`src/rtl/vr_vc_credit_arbiter.sv`:
```
// Round-robin arbiter that merges NUM_REQ valid/ready requesters onto one
// valid/credit link, forwarding a word only while a downstream credit is held.
module vr_vc_credit_arbiter #(
  parameter int NUM_REQ    = 4,
  parameter int DATA_WIDTH = 8,
  parameter int CREDIT_NUM = 2
) (
  input  logic                             clk,
  input  logic                             rst,
  input  logic [NUM_REQ*DATA_WIDTH-1:0]    s_data_i,
  input  logic [NUM_REQ-1:0]               s_valid_i,
  output logic [NUM_REQ-1:0]               s_ready_o,
  output logic [DATA_WIDTH-1:0]            m_data_o,
  output logic                             m_valid_o,
  input  logic                             m_credit_i,
  output logic [$clog2(NUM_REQ)-1:0]       grant_id_o,
  output logic [$clog2(CREDIT_NUM):0]      credit_cnt_o,
  output logic                             credit_ovf_o
);

  localparam int PW = $clog2(NUM_REQ);
  localparam int CW = $clog2(CREDIT_NUM) + 1;

  // Requester side: a word transfers on a cycle where s_valid_i[i] and
  // s_ready_o[i] are both high. Link side has no backpressure; each m_valid_o
  // cycle is one word and consumes one credit returned via m_credit_i.

  logic [CW-1:0]      cnt;
  logic [PW-1:0]      ptr;
  logic [PW-1:0]      winner;
  logic [PW-1:0]      idx;
  logic               found;
  logic               send;
  logic [NUM_REQ-1:0] ready;

  // Search from ptr for the first valid requester; gated by held credits only.
  always_comb begin
    ready  = '0;
    winner = '0;
    idx    = '0;
    found  = 1'b0;
    if (cnt != '0) begin
      for (int k = 0; k < NUM_REQ; k++) begin
        idx = PW'((int'(ptr) + k) % NUM_REQ);
        if (!found && s_valid_i[idx]) begin
          found  = 1'b1;
          winner = idx;
        end
      end
    end
    if (found) ready[winner] = 1'b1;
  end

  assign s_ready_o    = ready;
  assign send         = |(s_valid_i & ready);
  assign credit_cnt_o = cnt;

  always_ff @(posedge clk or posedge rst) begin
    if (rst) begin
      cnt          <= '0;
      ptr          <= '0;
      credit_ovf_o <= 1'b0;
      m_valid_o    <= 1'b0;
      m_data_o     <= '0;
      grant_id_o   <= '0;
    end else begin
      m_valid_o <= send;
      if (send) begin
        m_data_o   <= s_data_i[winner*DATA_WIDTH +: DATA_WIDTH];
        grant_id_o <= winner;
        ptr        <= (winner == PW'(NUM_REQ - 1)) ? '0 : winner + PW'(1);
      end
      // A credit beyond CREDIT_NUM means the receiver lost track; flag it sticky.
      if (m_credit_i && !send) begin
        if (cnt == CW'(CREDIT_NUM)) credit_ovf_o <= 1'b1;
        else                        cnt <= cnt + CW'(1);
      end else if (send && !m_credit_i) begin
        cnt <= cnt - CW'(1);
      end
    end
  end

endmodule
```
`config.mk`:
```
export PLATFORM = sky130hd
export DESIGN_NAME = vr_vc_credit_arbiter
export DESIGN_NICKNAME = d
export VERILOG_FILES = /design/src/rtl/vr_vc_credit_arbiter.sv
export SDC_FILE = /design/constraint.sdc
export NUM_CORES = 1
export LEC_CHECK = 0
export BUFFER_PORTS_ARGS = -buffer_cell sky130_fd_sc_hd__buf_2
export CAP_MARGIN = 10
export CELL_PAD_IN_SITES_DETAIL_PLACEMENT = 1
export CELL_PAD_IN_SITES_GLOBAL_PLACEMENT = 1
export CORE_MARGIN = 2
export CORE_UTILIZATION = 30
export CTS_CLUSTER_DIAMETER = 30
export DETAILED_ROUTE_END_ITERATION = 16
export GPL_TIMING_DRIVEN = 0
export HOLD_SLACK_MARGIN = 0.06
export PLACE_DENSITY_LB_ADDON = 0.1
export SKIP_CTS_REPAIR_TIMING = 1
export SYNTH_ARGS = -nofsm -noshare
export SYNTH_HDL_FRONTEND = slang
export SYNTH_SLANG_ARGS = --single-unit
```
`constraint.sdc`:
```
create_clock -name clk -period 3.25 [get_ports clk]
set_input_delay 0 -clock clk [delete_from_list [all_inputs] [get_ports clk]]
set_output_delay 0 -clock clk [all_outputs]
set_load 0.01 [all_outputs]
```
==> out/metrics.sh, run 1 <==
STATUS='complete, no violations'
CRIT_FANOUT=10
DIE-AREA_UM2=4030
CTSLONGESTPATHBUFFERS=2
GRT_PASS1_VIAS=1320
GLOBAL_ROUTE_WIRE_LENGTH_BEFORE_REPAIR_UM=6100
FMAX_MHz=335
RSZ0062_AT_GRT='no'
DR_TOTAL_VIAS=1250
AREA_DELTA_SYNTH_FINAL_PCT=36.7
DRCVIOLATIONCOUNT=0
WORST_SETUP_PATH_STARTPOINT='ptr[1]'
NUM_ROWS=21
PLACEMENT.CELL_AREA_UM2=1390
WORSTREG2REGSTART='ptr[1]'
HOLD_CLASS='in -> reg'
STARTING_DENSITY_OF_THE_CORE=0.315
HOLD_VIOL_FINAL=0
YOSYS-TOP-CELLS-COUNT='sky130_fd_sc_hd__nand2_1, sky130_fd_sc_hd__dfrtp_1, sky130_fd_sc_hd__nor2_1'
MET2WIRELENGTH_UM=1920
FINAL_ESTIMATED_ROUTING_CONGESTION_IN_GLOBAL_PLACEMENT=0.756
FINAL.PERIOD_UTILIZATION=0.919
YS_WARN_COUNT=0
SLEW_HEADROOM=0.557
GRT_MAX_DEGREE=17
DETAILED_PLACE_HPWL_UM=2890
INITIAL_ANTENNA_VIOLATION_COUNT=0
WL_MET3_UM=173
AVGSYNTHCELLAREA_UM2=8.16
STDCELL_COUNT=237
GLOBALROUTE.TOTALOVERFLOW=0
DRT-TOTAL-WL_UM=3810
SYNTH.FF_LATCH_COUNT=16
FINCLKSKEW_PS=0.633
NUMCTSBUFFERS=3
VIA_COUNT_NORMALIZED_BY_INSTANCE_COUNT=5.27
SETUP_TNS_PS=0
SLEW_VIOL_FINAL=0
POWER.DENSITY_CELL_AREA_nW_PER_UM2=958
SYN_AREA_UM2=1060
YS_TYPES=31
WORST_SUPPLY_VOLTAGE_DROP_ON_VDD_mV=0.382
POSTSYNTHCELLCOUNT=130
SYNTH_TOP_AREA_SHARE=0.377
NNETSFINAL=232
INITIALDRTVIOLATIONCOUNT=59
FINAL_CELL_AREA_UM2=1450
PORT_BUFFERS=55
STATIC-LEAKAGE-POWER_uW=0.000717
CLOCK_TREE_FROM_TRITONCTS='yes'
MAX_SLEW.WORST_PIN.SLEW_PS=664
SYNTH-SEQ-AREA-SHARE=0.377
CTS.REPORTEDPATHS.CLKPINSLEW_PS=110
BOUNDARYPINS=57
SYNTH.TOP_CELLS.BY_AREA='sky130_fd_sc_hd__dfrtp_1, sky130_fd_sc_hd__a32o_1, sky130_fd_sc_hd__nand2_1'
FINALCRITICALPERIOD_PS=2990
WORSTHOLDSTART='s_data_i[25]'
SYNTHMOSTINSTANTIATEDCELL='sky130_fd_sc_hd__nand2_1'
CLOCK_INSERTION_DELAY_WORST_SKEW_PS=310
WORST-ENDPOINT-REQUIRED_PS=3460
SYNTH_FF_TYPE='sky130_fd_sc_hd__dfrtp_1'
WORST-SETUP-PATH-TYPE='reg -> reg'
DRV_CAP=0
CRITPATHCAPTURETYPE='register'
CHIP_HEIGHT_UM=63.5
DETAIL-ROUTE-ANTENNA-NETS=0
CRITPATHARRIVALTIME_PS=3190
DRT_FIRST_PASS_ITERS=6
EDFF_COUNT_SYNTH=0
FRACTION_OF_FINAL_LAYOUT_CELLS_SIZED_BEYOND_DRIVE_STRENGTH_1=0.361
HTREE_LEVELS=1
CP_LAUNCH_TYPE='register'
MAXUSEDROUTINGLAYER='met4'
CORE_REGION_AREA_UM2=3360
SETUP-VIOLATIONS-FINAL=0
TRITONCTS_NUM_SINKS=16
DP.CELLS=231
AVGROUTEDWIREPERCELL_UM=16.1
WL_MET1_UM=1640
YS_ASYNC_SR_FRACTION=1.00
SYNTH_TOP_AREA_CELL='sky130_fd_sc_hd__dfrtp_1'
POST_SYNTH_NET_TOTAL=170
NUMBER_OF_ANTENNA_DIODES=0
GRT_USAGE=0.194
DIE_W_UM=63.5
CTS_ROOT_BUF='sky130_fd_sc_hd__clkbuf_4'
stage by stage:
step	hold WS (ps)	setup WS, ps	util	power, uW
6_report	37.7	263	0.431	1390
5_1_grt	68.3	100	0.431	1500
4_1_cts	-182	245	0.425	1400
3_5_place_dp	157	267	0.414	1250
3_3_place_gp	125	333	0.414	1220
2_1_floorplan	-86.3	742	-	959
placed cells by master, fill, tap and decap left out:
cell type	count
sky130_fd_sc_hd__a211oi_1	1
sky130_fd_sc_hd__a21o_1	2
sky130_fd_sc_hd__a21oi_1	6
sky130_fd_sc_hd__a21oi_4	1
sky130_fd_sc_hd__a31o_2	1
sky130_fd_sc_hd__a32o_1	8
sky130_fd_sc_hd__a41o_1	1
sky130_fd_sc_hd__and2b_1	1
sky130_fd_sc_hd__and4_1	1
sky130_fd_sc_hd__buf_2	56
sky130_fd_sc_hd__buf_6	2
sky130_fd_sc_hd__clkbuf_1	3
sky130_fd_sc_hd__clkbuf_2	1
sky130_fd_sc_hd__clkbuf_4	3
sky130_fd_sc_hd__clkbuf_8	1
sky130_fd_sc_hd__dfrtp_1	16
sky130_fd_sc_hd__dlygate4sd3_1	2
sky130_fd_sc_hd__ha_1	1
sky130_fd_sc_hd__inv_1	6
sky130_fd_sc_hd__inv_6	1
sky130_fd_sc_hd__mux2_4	1
sky130_fd_sc_hd__nand2_1	20
sky130_fd_sc_hd__nand2b_1	1
sky130_fd_sc_hd__nand3_1	9
sky130_fd_sc_hd__nand3b_1	1
sky130_fd_sc_hd__nand4_1	6
sky130_fd_sc_hd__nor2_1	15
sky130_fd_sc_hd__nor3_1	5
sky130_fd_sc_hd__o211a_1	1
sky130_fd_sc_hd__o211ai_2	1
sky130_fd_sc_hd__o21a_1	5
sky130_fd_sc_hd__o21ai_0	10
sky130_fd_sc_hd__o21ai_1	1
sky130_fd_sc_hd__or2_2	1
final cells by class:
type	count	area [um^2]
Multi-Input combinational cell	100	586
Inverter	7	31.3
Clock buffer	4	36.3
Timing Repair Buffer	57	295
Tap cell	46	57.6
Buffer	7	43.8
Fill cell	459	1910
Sequential cell	16	400
registers in the layout, indices dropped and copies added, names as in the netlist:
register / count
grant_id_o: 2
m_data_o: 8
credit_ovf_o: 1
ptr: 2
m_valid_o: 1
credit_cnt_o: 2
final timing paths:
path / slack (ps) / end / depth (start not counted)
max: 260 / ptr[1] / 11
min: 40 / m_data_o[1] / 3
max reg2reg: 260 / ptr[1] / 11
min reg2reg: 480 / credit_ovf_o / 1
max in group asynchronous: 2510 / m_data_o[0] / 3
min in group asynchronous: 320 / credit_ovf_o / 3
cells by family after synthesis:
logic type,after synthesis,synth area share
buffers and inverters,14,0.0707
AND/OR/NAND/NOR,60,0.259
multiplexers,1,0.0141
adder cells (fa/ha/maj),1,0.0118
AO/OA/AOI/OAI,38,0.267
flip-flops,16,0.377
routing by layer:
layer | vias up | track usage
met1 | 603 | 0.234
li1 | 598 | -
met5 | - | 0
met3 | 8 | 0.0357
met4 | 0 | 0.0679
met2 | 41 | 0.343
report_power, final:
group          internal [uW]  switching, uW  total, uW  leakage, uW
Clock                   68.5           78.9        147    0.0000210
Combinational            367            501        869     0.000506
Sequential               303           70.2        373     0.000190
worst max-delay path: stages (launching register included):
cell and delay, ps:
sky130_fd_sc_hd__dfrtp_1 450, sky130_fd_sc_hd__and2b_1 190, sky130_fd_sc_hd__o21ai_1 200, sky130_fd_sc_hd__o211a_1 310, sky130_fd_sc_hd__buf_2 270, sky130_fd_sc_hd__nand2_1 160
sky130_fd_sc_hd__ha_1 390, sky130_fd_sc_hd__a21oi_4 250, sky130_fd_sc_hd__a21o_1 160, sky130_fd_sc_hd__buf_6 160, sky130_fd_sc_hd__inv_6 50, sky130_fd_sc_hd__mux2_4 280
Note: power is estimated with default switching activity, not from simulation.
==> run 2, diff against run 1 <==
==> constraint.sdc (replaced) <==
create_clock -name clk -period 2.8 [get_ports clk]
set_input_delay 0 -clock clk [delete_from_list [all_inputs] [get_ports clk]]
set_output_delay 0 -clock clk [all_outputs]
set_load 0.01 [all_outputs]
==> out/metrics.sh, run 2 (synthesis results as in run 1) <==
WORSTREG2REGSTART='ptr[1]'
POWER.DENSITY_CELL_AREA_nW_PER_UM2=1120
FINAL_ESTIMATED_ROUTING_CONGESTION_IN_GLOBAL_PLACEMENT=0.756
GLOBAL_ROUTE_WIRE_LENGTH_BEFORE_REPAIR_UM=6100
DRCVIOLATIONCOUNT=0
CRITPATHCAPTURETYPE='register'
WORST_SUPPLY_VOLTAGE_DROP_ON_VDD_mV=0.458
VIA_COUNT_NORMALIZED_BY_INSTANCE_COUNT=5.25
POWER.SHARE.COMBINATIONAL=0.631
SETUP-VIOLATIONS-FINAL=0
DIE_W_UM=63.5
CRIT_FANOUT=15
CRITPATHSLOWESTCELL='sky130_fd_sc_hd__dfrtp_1'
DRT_FIRST_PASS_ITERS=4
CRITPATHARRIVALTIME_PS=2760
NUMBER_OF_ANTENNA_DIODES=0
GRT_MAX_DEGREE=17
NET_SWITCHING_FRACTION_OF_THE_POWER=0.463
SLEW_HEADROOM=0.552
PLACEMENT.CELL_AREA_UM2=1390
AVGROUTEDWIREPERCELL_UM=15.9
CTS_ROOT_BUF='sky130_fd_sc_hd__clkbuf_4'
SEQ_POWER_SHARE=0.266
WORSTHOLDSTART='s_data_i[25]'
NUMCTSBUFFERS=3
P_CLK_FRAC=0.103
CTS.REPORTEDPATHS.CLKPINSLEW_PS=110
SLEW_VIOL_FINAL=0
WORST_SETUP_PATH_STARTPOINT='ptr[1]'
DR_TOTAL_VIAS=1239
HTREE_LEVELS=1
INTERNAL_POWER_uW=880
FINAL.PERIOD_UTILIZATION=0.913
MULTIINPUTGATEAREA_UM2=608
PLACE_WORST_SETUP_SLACK_PS=-183
POWER.SWITCHING_uW=759
INITIALDRTVIOLATIONCOUNT=23
NFILLCELLS=456
DRT-TOTAL-WL_UM=3760
FINAL-SEQ-AREA_UM2=400
GRT_USAGE=0.194
CLOCK_INSERTION_DELAY_WORST_SKEW_PS=300
NNETSFINAL=231
FMAX_MHz=391
TOP_REGISTER='m_data_o'
CHIP_HEIGHT_UM=63.5
DIE-AREA_UM2=4030
STARTING_DENSITY_OF_THE_CORE=0.315
HOLD_VIOL_FINAL=0
TRITONCTS_NUM_SINKS=16
FINCLKSKEW_PS=3.21
STATIC-LEAKAGE-POWER_uW=0.000711
FINALCRITICALPERIOD_PS=2560
CORE_REGION_AREA_UM2=3360
LARGEST_REGISTER_FF_COUNT=8
DRV_CAP=0
NUM_ROWS=21
CP_LAUNCH_TYPE='register'
CLOCK_TREE_FROM_TRITONCTS='yes'
WORST-ENDPOINT-REQUIRED_PS=3000
DETAILED_PLACE_HPWL_UM=2890
AREA_DELTA_SYNTH_FINAL_PCT=38.3
PATH_CELLS='and2b_1 > o21ai_1 > o211a_4 > nand2_2 > ha_4 > a21oi_4 > a21o_1 > buf_6 > inv_6 > mux2_4'
MOSTFREQUENTLAYOUTCELLS='sky130_fd_sc_hd__buf_2, sky130_fd_sc_hd__nand2_1, sky130_fd_sc_hd__dfrtp_1, sky130_fd_sc_hd__nor2_1, sky130_fd_sc_hd__o21ai_0'
INITIAL_ANTENNA_VIOLATION_COUNT=0
MAX_SLEW.WORST_PIN.SLEW_PS=671
CRITPATHMAXSTAGEDELAY_PS=450
WORST-SETUP-PATH-TYPE='reg -> reg'
BOUNDARYPINS=57
FINAL_CELL_AREA_UM2=1470
LAYOUT_COMMONEST_CELL='sky130_fd_sc_hd__buf_2'
RSZ0062_AT_GRT='no'
HOLD_CLASS='in -> reg'
PORT_BUFFERS=55
DETAIL-ROUTE-ANTENNA-NETS=0
GRT_PASS1_VIAS=1320
GLOBALROUTE.TOTALOVERFLOW=0
FRACTION_OF_FINAL_LAYOUT_CELLS_SIZED_BEYOND_DRIVE_STRENGTH_1=0.374
CTSLONGESTPATHBUFFERS=2
FIN_WS_PS=245
STATUS='complete, no violations'
[run 2: cell types whose count changed in the layout (fill, tap and decap cells not counted), sizes merged]
cell / change
buf: -1
[run 2: final timing paths]
check | end | cells past startpoint | slack (ps)
min in group asynchronous | grant_id_o[1] | 3 | 330
worst max register to register | ptr[1] | 10 | 240
worst min register to register | credit_ovf_o | 1 | 480
max in group asynchronous | m_data_o[0] | 3 | 2040
worst min-delay path | m_data_o[1] | 3 | 40
worst max-delay path | ptr[1] | 10 | 240
[run 2: layout make-up]
class                      instances  share of cell area
buffer                             6              0.0264
clock buffer                       4              0.0247
inverter                           7              0.0213
multi-input combinational        100               0.414
sequential                        16               0.273
tap                               46              0.0392
timing repair buffer              57               0.201
[run 2: power groups by stage]
| stage | Clock (uW) | Sequential (uW) | Combinational, uW |
|---|---|---|---|
| 2_1_floorplan | 0 | 477 | 636 |
| 3_3_place_gp | 0 | 431 | 983 |
| 3_5_place_dp | 0 | 439 | 1010 |
| 4_1_cts | 172 | 434 | 1020 |
| 5_1_grt | 181 | 454 | 1150 |
| 6_report | 169 | 435 | 1030 |
[run 2: routing by layer]
| metal | GRT usage | share of wire |
|---|---|---|
| met5 | 0 | 0 |
| met1 | 0.234 | 0.42 |
| met3 | 0.0357 | 0.044 |
| met2 | 0.343 | 0.51 |
| met4 | 0.0679 | 0.022 |
[run 2: metrics by stage]
step                 util  power [uW]  hold slack (ps)  setup TNS (ps)  std cells
finish              0.436        1640             42.6               0        236
global route        0.436        1780             68.3               0        236
CTS                 0.425        1630             -182            -368        235
detailed placement  0.414        1450              157            -239        231
global placement    0.414        1410              125            -117        231
floorplan               -        1110            -86.3               0        130
[run 2: worst max-delay path, delay by kind of cell (launching register included)]
family                   cells  cell delay [ps]
flip-flops                   1              450
buffers and inverters        2              210
multiplexers                 1              280
adder cells (fa/ha/maj)      1              250
AND/OR/NAND/NOR              2              340
AO/OA/AOI/OAI                4              910
==> run 3, diff against run 2 <==
--- a/config.mk
+++ b/config.mk
@@ -9,7 +9,7 @@
 export CAP_MARGIN = 10
 export CELL_PAD_IN_SITES_DETAIL_PLACEMENT = 1
 export CELL_PAD_IN_SITES_GLOBAL_PLACEMENT = 1
-export CORE_MARGIN = 2
+export CORE_MARGIN = 3
 export CORE_UTILIZATION = 30
 export CTS_CLUSTER_DIAMETER = 30
 export DETAILED_ROUTE_END_ITERATION = 16
==> out/metrics.sh, run 3 (synthesis results as in run 1) <==
TOP_REGISTER='m_data_o'
INITIAL_ANTENNA_VIOLATION_COUNT=0
GLOBAL_ROUTE_WIRE_LENGTH_BEFORE_REPAIR_UM=6330
CRITPATHCAPTURETYPE='register'
HOLD_VIOL_FINAL=0
P_CLK_FRAC=0.078
WORSTHOLDSTART='s_data_i[25]'
FRACTION_OF_FINAL_LAYOUT_CELLS_SIZED_BEYOND_DRIVE_STRENGTH_1=0.374
NET_SWITCHING_FRACTION_OF_THE_POWER=0.469
PATH_CELLS='and2b_1 > o21ai_1 > o211a_1 > buf_2 > nand2_2 > ha_4 > a21oi_4 > a21o_1 > buf_6 > inv_6 > mux2_4'
WORSTREG2REGSTART='ptr[1]'
MOSTFREQUENTLAYOUTCELLS='sky130_fd_sc_hd__buf_2, sky130_fd_sc_hd__nand2_1, sky130_fd_sc_hd__dfrtp_1, sky130_fd_sc_hd__nor2_1, sky130_fd_sc_hd__o21ai_0'
TRITONCTS_NUM_SINKS=16
NUM_ROWS=20
CTS_ROOT_BUF='sky130_fd_sc_hd__clkbuf_4'
STATUS='complete, no violations'
SLEW_HEADROOM=0.557
FINAL_ESTIMATED_ROUTING_CONGESTION_IN_GLOBAL_PLACEMENT=0.779
SLEW_VIOL_FINAL=0
CLOCK_INSERTION_DELAY_WORST_SKEW_PS=280
NUMBER_OF_ANTENNA_DIODES=0
FMAX_MHz=388
GRT_USAGE=0.191
WORST-SETUP-PATH-TYPE='reg -> reg'
INTERNAL_POWER_uW=853
NFILLCELLS=418
DRV_CAP=0
AVGROUTEDWIREPERCELL_UM=16.0
DRT_FIRST_PASS_ITERS=4
CRITPATHSLOWESTCELL='sky130_fd_sc_hd__dfrtp_1'
DRT-TOTAL-WL_UM=3750
VIA_COUNT_NORMALIZED_BY_INSTANCE_COUNT=5.26
R2R.WORST_PATH.CELLS=11
CP_LAUNCH_TYPE='register'
STATIC-LEAKAGE-POWER_uW=0.000714
NNETSFINAL=232
DR_TOTAL_VIAS=1232
RSZ0062_AT_GRT='no'
HOLD_PATH_ENDPOINT='m_data_o[1]'
AREA_DELTA_SYNTH_FINAL_PCT=36.9
FINALPOWER_uW=1610
SETUP_TNS_PS=0
CHIP_HEIGHT_UM=65.5
DETAIL-ROUTE-ANTENNA-NETS=0
FINALCRITICALPERIOD_PS=2570
SEQ_POWER_SHARE=0.273
LARGEST_REGISTER_FF_COUNT=8
DIE_W_UM=65.5
HOLD_CLASS='in -> reg'
CTSLONGESTPATHBUFFERS=2
CRIT_FANOUT=10
CRIT_BUF_INV=3
HTREE_LEVELS=1
FINAL.PERIOD_UTILIZATION=0.920
POWER.SWITCHING_uW=754
FINCLKSKEW_PS=3.95
GRT_MAX_DEGREE=17
SETUP-VIOLATIONS-FINAL=0
WORST-ENDPOINT-REQUIRED_PS=2980
HOLD_DEPTH=3
WORST_PATH_DOMINANT_CELL_FAMILY='compound AO/OA/AOI/OAI gates'
BOUNDARYPINS=57
MAX_SLEW.WORST_PIN.SLEW_PS=663
DETAILED_PLACE_HPWL_UM=2940
CLOCK_TREE_FROM_TRITONCTS='yes'
GLOBALROUTE.TOTALOVERFLOW=0
CRITPATHARRIVALTIME_PS=2760
STARTING_DENSITY_OF_THE_CORE=0.331
POWER.SHARE.COMBINATIONAL=0.649
NUMCTSBUFFERS=3
GRT_PASS1_VIAS=1415
REGTOREGENDPOINT='ptr[1]'
DIE-AREA_UM2=4290
WORST_SUPPLY_VOLTAGE_DROP_ON_VDD_mV=0.418
CTS.REPORTEDPATHS.CLKPINSLEW_PS=100
INITIALDRTVIOLATIONCOUNT=39
FF2FF_SETUP_SLACK_PS=230
LAYOUT_COMMONEST_CELL='sky130_fd_sc_hd__buf_2'
PORT_BUFFERS=55
POWER.DENSITY_CELL_AREA_nW_PER_UM2=1110
CORE_REGION_AREA_UM2=3200
DRCVIOLATIONCOUNT=0
CRITPATHMAXSTAGEDELAY_PS=440
## run 3: cell types whose count changed in the layout (fill, tap and decap cells not counted)
cell | before | now
sky130_fd_sc_hd__buf_4 | 0 | 1
sky130_fd_sc_hd__o211a_4 | 1 | 0
sky130_fd_sc_hd__clkbuf_8 | 1 | 0
sky130_fd_sc_hd__clkbuf_1 | 3 | 2
sky130_fd_sc_hd__buf_2 | 55 | 56
sky130_fd_sc_hd__o211a_1 | 0 | 1
## run 3: cell type report
cell class | count | area, um^2 | area share
multi-input combinational | 100 | 601 | 0.413
buffer | 6 | 40.0 | 0.0276
inverter | 7 | 31.3 | 0.0215
sequential | 16 | 400 | 0.276
clock buffer | 3 | 22.5 | 0.0155
tap | 44 | 55.1 | 0.0379
timing repair buffer | 58 | 303 | 0.208
## run 3: worst reg2reg max path, delay by kind of cell (launching register included)
kind	cells	cell delay, ps
fa+ha+maj	1	250
buf+inv	3	430
compound gates	4	740
mux	1	290
flops	1	440
simple gates	2	320
## run 3: worst max-delay path by stage
stage	startpoint	endpoint	slack, ps	cells past startpoint
2_1_floorplan	ptr[1]	ptr[1]	290	11
3_3_place_gp	ptr[1]	ptr[1]	-60	11
3_5_place_dp	ptr[1]	ptr[1]	-140	11
4_1_cts	ptr[1]	ptr[1]	-160	11
5_1_grt	ptr[1]	ptr[1]	40	11
6_report	ptr[1]	ptr[1]	230	11
## run 3: metrics by stage
step / instance area, um^2 / utilization / hold WS, ps / instances / worst slack (ps)
2_1_floorplan: 1060 / - / -86.3 / 130 / 292
3_3_place_gp: 1390 / 0.434 / 112 / 229 / -61.0
3_5_place_dp: 1390 / 0.434 / 129 / 229 / -144
4_1_cts: 1410 / 0.441 / -197 / 232 / -159
5_1_grt: 1450 / 0.454 / 77.4 / 234 / 43.7
6_report: 1450 / 0.454 / 83.8 / 234 / 225
## run 3: power by group through the flow
stage | registers [uW] | clock network [uW] | logic [uW]
finish | 438 | 125 | 1040
floorplan | 477 | 0 | 636
detailed placement | 441 | 0 | 1020
global placement | 431 | 0 | 985
global route | 455 | 144 | 1170
CTS | 438 | 132 | 1030
## run 3: metal layers
layer,track usage,part of all wire
met5,0,0
met4,0.0674,0.0085
met3,0.0222,0.062
met2,0.350,0.49
met1,0.227,0.44
